`config.mk`:
```
export PLATFORM = sky130hd
export DESIGN_NAME = decode_arith_stage
export DESIGN_NICKNAME = d
export VERILOG_FILES = /design/src/rtl/decode_arith_stage.sv
export SDC_FILE = /design/constraint.sdc
export NUM_CORES = 1
export LEC_CHECK = 0
export ABC_AREA = 1
export CAP_MARGIN = 10
export CORE_UTILIZATION = 45
export CTS_CLUSTER_DIAMETER = 30
export DETAILED_ROUTE_END_ITERATION = 16
export GPL_ROUTABILITY_DRIVEN = 0
export PLACE_DENSITY = 0.8
export SLEW_MARGIN = 25
export SYNTH_ARGS = -nofsm -noshare
export SYNTH_HDL_FRONTEND = slang
export SYNTH_SLANG_ARGS = --single-unit
```
`constraint.sdc`:
```
create_clock -name clk -period 1.8 [get_ports clk]
set_clock_uncertainty 0.05 [all_clocks]
set_input_delay 0.27 -clock clk [delete_from_list [all_inputs] [get_ports clk]]
set_output_delay 0.27 -clock clk [all_outputs]
set_load 0.005 [all_outputs]
```
`src/rtl/decode_arith_stage.sv`:
```
// RV32 OP/OP-IMM arithmetic decoder with a valid/ready output stage.
// Output register plus one skid register; saturating illegal-instruction counter.
`timescale 1ns/1ps
module decode_arith_stage #(
    parameter bit ENABLE_M = 1'b1,
    parameter int TAG_W    = 8,
    parameter int CNT_W    = 16
) (
    input  logic             clk,
    input  logic             rst,
    input  logic             flush,
    input  logic             in_valid,
    output logic             in_ready,
    input  logic             in_is_imm,
    input  logic [2:0]       in_funct3,
    input  logic [6:0]       in_funct7,
    input  logic [TAG_W-1:0] in_tag,
    output logic             out_valid,
    input  logic             out_ready,
    output logic [4:0]       out_kind,
    output logic             out_illegal,
    output logic [TAG_W-1:0] out_tag,
    output logic [CNT_W-1:0] illegal_count
);

    localparam logic [4:0] K_ADD  = 5'd1;
    localparam logic [4:0] K_SUB  = 5'd2;
    localparam logic [4:0] K_SLL  = 5'd3;
    localparam logic [4:0] K_SLT  = 5'd4;
    localparam logic [4:0] K_SLTU = 5'd5;
    localparam logic [4:0] K_XOR  = 5'd6;
    localparam logic [4:0] K_SRL  = 5'd7;
    localparam logic [4:0] K_SRA  = 5'd8;
    localparam logic [4:0] K_OR   = 5'd9;
    localparam logic [4:0] K_AND  = 5'd10;
    localparam logic [4:0] K_MUL  = 5'd11;

    localparam logic [6:0] F7_BASE = 7'b0000000;
    localparam logic [6:0] F7_ALT  = 7'b0100000;
    localparam logic [6:0] F7_M    = 7'b0000001;

    logic [4:0]       dec_kind;
    logic             dec_illegal;

    logic             out_v, skid_v;
    logic [4:0]       out_k, skid_k;
    logic             out_i, skid_i;
    logic [TAG_W-1:0] out_t, skid_t;
    logic [CNT_W-1:0] cnt;

    logic             acc, drain, load_out;

    // Kind 0 doubles as the illegal marker, so illegal is derived from it.
    always_comb begin
        dec_kind = 5'd0;
        if (in_is_imm) begin
            case (in_funct3)
                3'b000: dec_kind = K_ADD;
                3'b001: if (in_funct7 == F7_BASE) dec_kind = K_SLL;
                3'b010: dec_kind = K_SLT;
                3'b011: dec_kind = K_SLTU;
                3'b100: dec_kind = K_XOR;
                3'b101: begin
                    if (in_funct7 == F7_BASE)     dec_kind = K_SRL;
                    else if (in_funct7 == F7_ALT) dec_kind = K_SRA;
                end
                3'b110: dec_kind = K_OR;
                3'b111: dec_kind = K_AND;
            endcase
        end else if (in_funct7 == F7_BASE) begin
            case (in_funct3)
                3'b000: dec_kind = K_ADD;
                3'b001: dec_kind = K_SLL;
                3'b010: dec_kind = K_SLT;
                3'b011: dec_kind = K_SLTU;
                3'b100: dec_kind = K_XOR;
                3'b101: dec_kind = K_SRL;
                3'b110: dec_kind = K_OR;
                3'b111: dec_kind = K_AND;
            endcase
        end else if (in_funct7 == F7_ALT) begin
            if (in_funct3 == 3'b000)      dec_kind = K_SUB;
            else if (in_funct3 == 3'b101) dec_kind = K_SRA;
        end else if (ENABLE_M && in_funct7 == F7_M) begin
            dec_kind = K_MUL + {2'b00, in_funct3};
        end
        dec_illegal = (dec_kind == 5'd0);
    end

    // in_ready depends only on skid state, so nothing combinational reaches it from out_ready.
    assign in_ready = ~skid_v;
    assign acc      = in_valid & ~skid_v;
    assign drain    = out_v & out_ready;
    assign load_out = drain | ~out_v;

    always_ff @(posedge clk or posedge rst) begin
        if (rst) begin
            out_v  <= 1'b0;
            out_k  <= 5'd0;
            out_i  <= 1'b0;
            out_t  <= '0;
            skid_v <= 1'b0;
            skid_k <= 5'd0;
            skid_i <= 1'b0;
            skid_t <= '0;
            cnt    <= '0;
        end else begin
            if (drain && out_i && cnt != {CNT_W{1'b1}})
                cnt <= cnt + CNT_W'(1);
            if (flush) begin
                out_v  <= 1'b0;
                skid_v <= 1'b0;
            end else if (load_out) begin
                if (skid_v) begin
                    out_v  <= 1'b1;
                    out_k  <= skid_k;
                    out_i  <= skid_i;
                    out_t  <= skid_t;
                    skid_v <= acc;
                    if (acc) begin
                        skid_k <= dec_kind;
                        skid_i <= dec_illegal;
                        skid_t <= in_tag;
                    end
                end else begin
                    out_v <= acc;
                    if (acc) begin
                        out_k <= dec_kind;
                        out_i <= dec_illegal;
                        out_t <= in_tag;
                    end
                end
            end else if (acc) begin
                skid_v <= 1'b1;
                skid_k <= dec_kind;
                skid_i <= dec_illegal;
                skid_t <= in_tag;
            end
        end
    end

    assign out_valid     = out_v;
    assign out_kind      = out_k;
    assign out_illegal   = out_i;
    assign out_tag       = out_t;
    assign illegal_count = cnt;

endmodule

```
# Word level (Yosys, flattened, before mapping)
# Memories as Yosys holds them, arrays and structs flattened.
# Cells that the tools add are included.
word_totals:
  reg_bits: 46
  latch_bits: 0
  ram_bits: 0
  rom_bits: 32
  inputBits: 24
  output_inout_bits: 32
  wordCells: 71
  mem_count: 1
memory_table:
  columns: ["name", "words", "width", "rd", "rd_clocked_by_memory_dff", "wr", "line_no", "text"]
  rows:
  - ["(name not given)", 8, 4, 1, 0, 0, "71", "case (in_funct3)"]
classes:
  add_sub_neg: 2
  n_mul: 0
  n_div: 0
  magnitude_cmp: 0
  eq_ne: 11
  shift: 0
  n_mux: 32
  bitwise_logic: 6
  n_reduce_logical: 10
op_table:
  columns: ["op", "count"]
  rows:
  - ["$mux W5", 9]
  - ["$mux W8", 5]
  - ["$pmux W5 S8", 1]
  - ["$add A16 B1 Y16 const B", 1]
  - ["$mux W4", 4]
  - ["$ne A16 B16 Y1 const B", 1]
  - ["$eq A3 B3 Y1 const B", 4]
  - ["$mux W1", 12]
  - ["$eq A7 B1 Y1 const B", 1]
  - ["$eq A7 B6 Y1 const B", 1]
  - ["$logic_not A7 Y1", 1]
  - ["$eq A3 B2 Y1 const B", 2]
  - ["$add A4 B3 Y5 const A", 1]
  - ["$logic_not A5 Y1", 1]
  - ["$reduce_bool A2 Y1", 2]
  - ["$eq A3 B1 Y1 const B", 1]
  - ["$logic_not A3 Y1", 1]
  - ["$not A1 Y1", 3]
  - ["$reduce_and A3 Y1", 1]
  - ["$reduce_bool A3 Y1", 1]
  - ["$and A1 B1 Y1", 2]
  - ["$logic_and A1 B1 Y1", 2]
  - ["$mux W2", 1]
  - ["$ne A2 B2 Y1 const B", 1]
  - ["other kinds (2)", 2]

# Depth between registers and ports, before layout
logic_depth:
  word_depth: 10
  mapped_depth: 14
  ltp_nobuf: 14

# Worst setup path after synthesis
# Ideal clock, no wire load.
synth_timing:
  path_type: "register -> register"
  start: "reg cnt[0] (netlist: illegal_count[0])"
  end: "reg cnt[15] (netlist: illegal_count[15])"
  setup_ns: 0.124
  arrival_ns: 1.349
  t_required_ns: 1.626
  setup_slack_ns: 0.278
  stages_incl_launch_ff: 9
  path_buffers: 0
  synth_period_minus_slack_ns: 1.522
  path_cell_list: "dfrtp_1 -> ha_1 -> nand3_2 -> inv_2 -> nand4_2 -> nand2_4 -> nor2_4 -> nand4_1 -> xor2_1"
synth_via:
  elab_chain_len: 2
  word_cells_on_any_way: 3
  classes_between: "add/sub: 1; eq/ne: 1; reduce/logical: 1"
synth_lines:
  columns: ["item", "line_no", "text"]
  rows:
  - ["start: declaration", "49", "logic [CNT_W-1:0] cnt;"]
  - ["start signal: assignment", "109", "cnt <= cnt + CNT_W'(1);"]
  - ["branches (longest 2 deep; another with $add A16 B1 Y16)", null, null]
# Parallel ways; which one is timed is not known.
# A chain may end at the register's enable or synchronous reset.

# Worst setup path after layout
layout_timing:
  start: "reg skid_v"
  end: "out in_ready"
layout_via:
  elab_chain_len: 1
layout_lines:
  columns: ["item", "line_no", "text"]
  rows:
  - ["start: declaration", "45", "logic out_v, skid_v;"]
  - ["start signal: assignment", "102", "skid_v <= 1'b0;"]
  - ["start signal: assignment", "112", "skid_v <= 1'b0;"]
  - ["start signal: assignment", "119", "skid_v <= acc;"]
  - ["$not A1 Y1", "91", "assign in_ready = ~skid_v;"]
  - ["end: declaration", "13", "output logic in_ready,"]
# No other way between the ends.

==> key figures <==
Setup path
  – CP Cell Sequence: clkinv_4, clkdlybuf4s50_1
  – Setup CP Type: reg -> out
  – Endpoint type of the worst setup path: primary output
  – Worst Path Max Fanout: 16
  – WP buf/inv: 2
  – Arrival time worst endpoint: 1.40 ns
  – Startpoint types: flip-flop
  – CP Data Required Time: 1.48 ns
  – Slowest cell on the critical path: clkdlybuf4s50_1
  – Cell family with most CP delay: buffers and inverters
  – Slowest Stage Delay on Critical Path: 0.51 ns

Place
  – Port-buffer cells: 55
  – Dpl ws: -0.394 ns
  – DP HPWL: 4.06 mm

Pwr
  – Sw frac: 28.3%
  – NetSw: 0.732 mW
  – Int Pwr: 1.85 mW
  – Sequential Power Share: 50.0%
  – VDD IR max: 0.556 mV
  – Power, Total: 2.58 mW
  – Clock power share: 25.7%
  – P_leak: 1.68 nW
  – PD cells: 768 nW/µm²
  – Combinational cell fraction of total power: 24.3%

Finish
  – Commonest non-fill, non-tap cells in the layout: nand2_1, clkdlybuf4s50_1, dfrtp_1, inv_1, o21ai_0
  – Area of the multi-input gates: 1150 µm²
  – Commonest non-fill, non-tap cell in the layout: nand2_1
  – Reg area: 1150 µm²
  – Layout cells sized above 1: 14.2%
  – Antenna diode count: 0
  – Fin nets: 419
  – Layout filler cell count: 437
  – Area delta synth->final: 36.3%

Floorplan
  – I/O pins: 56
  – Core Area: 5200 µm²
  – Initial core utilization: 47.4%
  – Row cnt: 26
  – Chip height: 76.0 µm
  – Die Wd: 76.0 µm
  – Die Area: 5780 µm²

GRT
  – Vias in the first global route: 2164
  – GRT Total Usage: 19.5%
  – Initial antenna violation count: 0
  – Largest net degree at the start of global routing: 27
  – Grt total ovfl: 0
  – First-pass GRT wire length: 9.16 mm

STA
  – Period utilization: 95.8%
  – Fmax: 580 MHz
  – Final setup viols: 0
  – Slew HR: 72.4%
  – Slew Limit Fails: 0
  – Worst hold slack: 0.255 ns
  – Worst-margin pin slew: 0.414 ns
  – Final Hold Fails: 0
  – Post-route minimum period: 1.72 ns
  – Worst setup margin: 0.0755 ns
  – RSZ-0062 raised after global routing: no

Drt
  – Drt total wl: 5.47 mm
  – Vias: 2272
  – Wire per inst: 12.0 µm
  – Post-route DRC violation count: 0
  – DRT antenna net count: 0
  – Initial DRT Pass Iterations: 5
  – Iter 0 DRT Violations: 116
  – Vias per Instance: 4.97

Clocking
  – Num CTS Buffers: 5
  – CTS tree: yes
  – CTS sink count: 46
  – H-tree Lvls: 2
  – Clk slew on worst S/H paths: 0.09 ns
  – CTS Buffer Depth: 2
  – Root Driver: clkbuf_8
  – Worst-Skew Late Latency: 0.30 ns

Yosys
  – Synth area leaders: dfrtp_1, nand2_1, o21ai_0, inv_1, ha_1
  – Syn. warnings: 0
  – #FFs+latches synth: 46
  – Avg Inst Size Synth: 7.98 µm²
  – Sequential area share after synthesis: 46.7%
  – Synth unique cells: 28
  – Ys async rst share: 100%
  – Number of synthesized flops with an enable pin: 0
  – Ys flop type: dfrtp_1
  – Biggest area consumer among synthesized cells: dfrtp_1
  – Cell area after synthesis: 2470 µm²
  – Syn Nets: 342
  – Top cell type's share of synthesized area: 46.7%
  – Synth Instances: 309

Job
  – Max-Cap Viols: 0

Hold path
  – Hold crit path type: in -> async

Status
  – Status: complete, no violations
## flip-flops by register name (all words and copies together) (netlist names)
register,cells
out_tag,8
skid_v,1
out_kind,5
illegal_count,16
skid_t,8
out_valid,1
skid_k,5
skid_i,1
out_illegal,1
## routing by layer
layer / part of all wire [%] / GRT usage (%)
met1: 45 / 24.2
met4: 1.5 / 6.73
met5: 0 / 0
met2: 49 / 33.8
met3: 4.6 / 3.83
## layout make-up
class                   instances  area share (%)
repair buffers                 77            21.4
clock buffers                   6            2.46
inverters                      40            4.61
flip-flops and latches         46            34.3
well taps                      70            2.61
clock inverters                 2           0.372
multi-input cells             216            34.3
## worst paths after layout
kind,cells after the start,slack [ns],to,startpoint
min,3,0.26,illegal_count[5],rst
min reg2reg,2,0.44,skid_t[2],skid_t[2]
max,2,0.08,in_ready,skid_v
max in group asynchronous,3,1.13,skid_v,rst
min in group clk,2,0.44,skid_t[2],skid_t[2]
max reg2reg,9,0.16,illegal_count[13],illegal_count[0]
## Yosys cell counts (all sizes together) (4+ instances only)
| master | count |
|---|---|
| a21oi | 4 |
| nand2 | 86 |
| inv | 40 |
| xnor2 | 9 |
| o21ai | 42 |
| buf | 4 |
| nor2 | 30 |
| xor2 | 6 |
| ha | 9 |
| dfrtp | 46 |
| nand4 | 6 |
| nand3 | 16 |
## tightest hold or removal path, cell delays in order
cell	delay, ns
clkdlybuf4s50_1	0.41
inv_2	0.06
buf_4	0.25
## power groups by stage
stage / clock network [mW] / registers [mW] / logic (mW)
detailed placement: 0 / 1.32 / 0.571
global route: 0.710 / 1.31 / 0.702
CTS: 0.677 / 1.30 / 0.575
global placement: 0 / 1.31 / 0.553
finish: 0.664 / 1.29 / 0.629
floorplan: 0 / 1.30 / 0.261
## logic make-up (layout without fill, tap and decap cells)
family | count (synthesis) | in the layout | share of synthesized area (%)
xor+xnor | 15 | 15 | 5.33
simple gates | 142 | 142 | 25.4
buf+inv | 47 | 125 | 7.46
fa+ha+maj | 9 | 9 | 4.57
compound gates | 50 | 50 | 10.6
flops | 46 | 46 | 46.7
## metrics by stage
stage	util [%]	area [µm²]	cells	setup TNS, ns
detailed placement	61.6	3210	445	-2.38
CTS	63.5	3300	453	0
global placement	61.6	3210	445	-1.64
finish	64.6	3360	457	0
global route	64.6	3360	457	0
floorplan	-	2470	309	0
## repair_timing
item / in CTS / in global routing
pin swaps: 0 / 3
buffers inserted: 0 / 4
gates resized for setup: 4 / 14
setup endpoints to repair: 4 / 8
hold buffers: 0 / 0
Power figures use the tool's default switching activity.
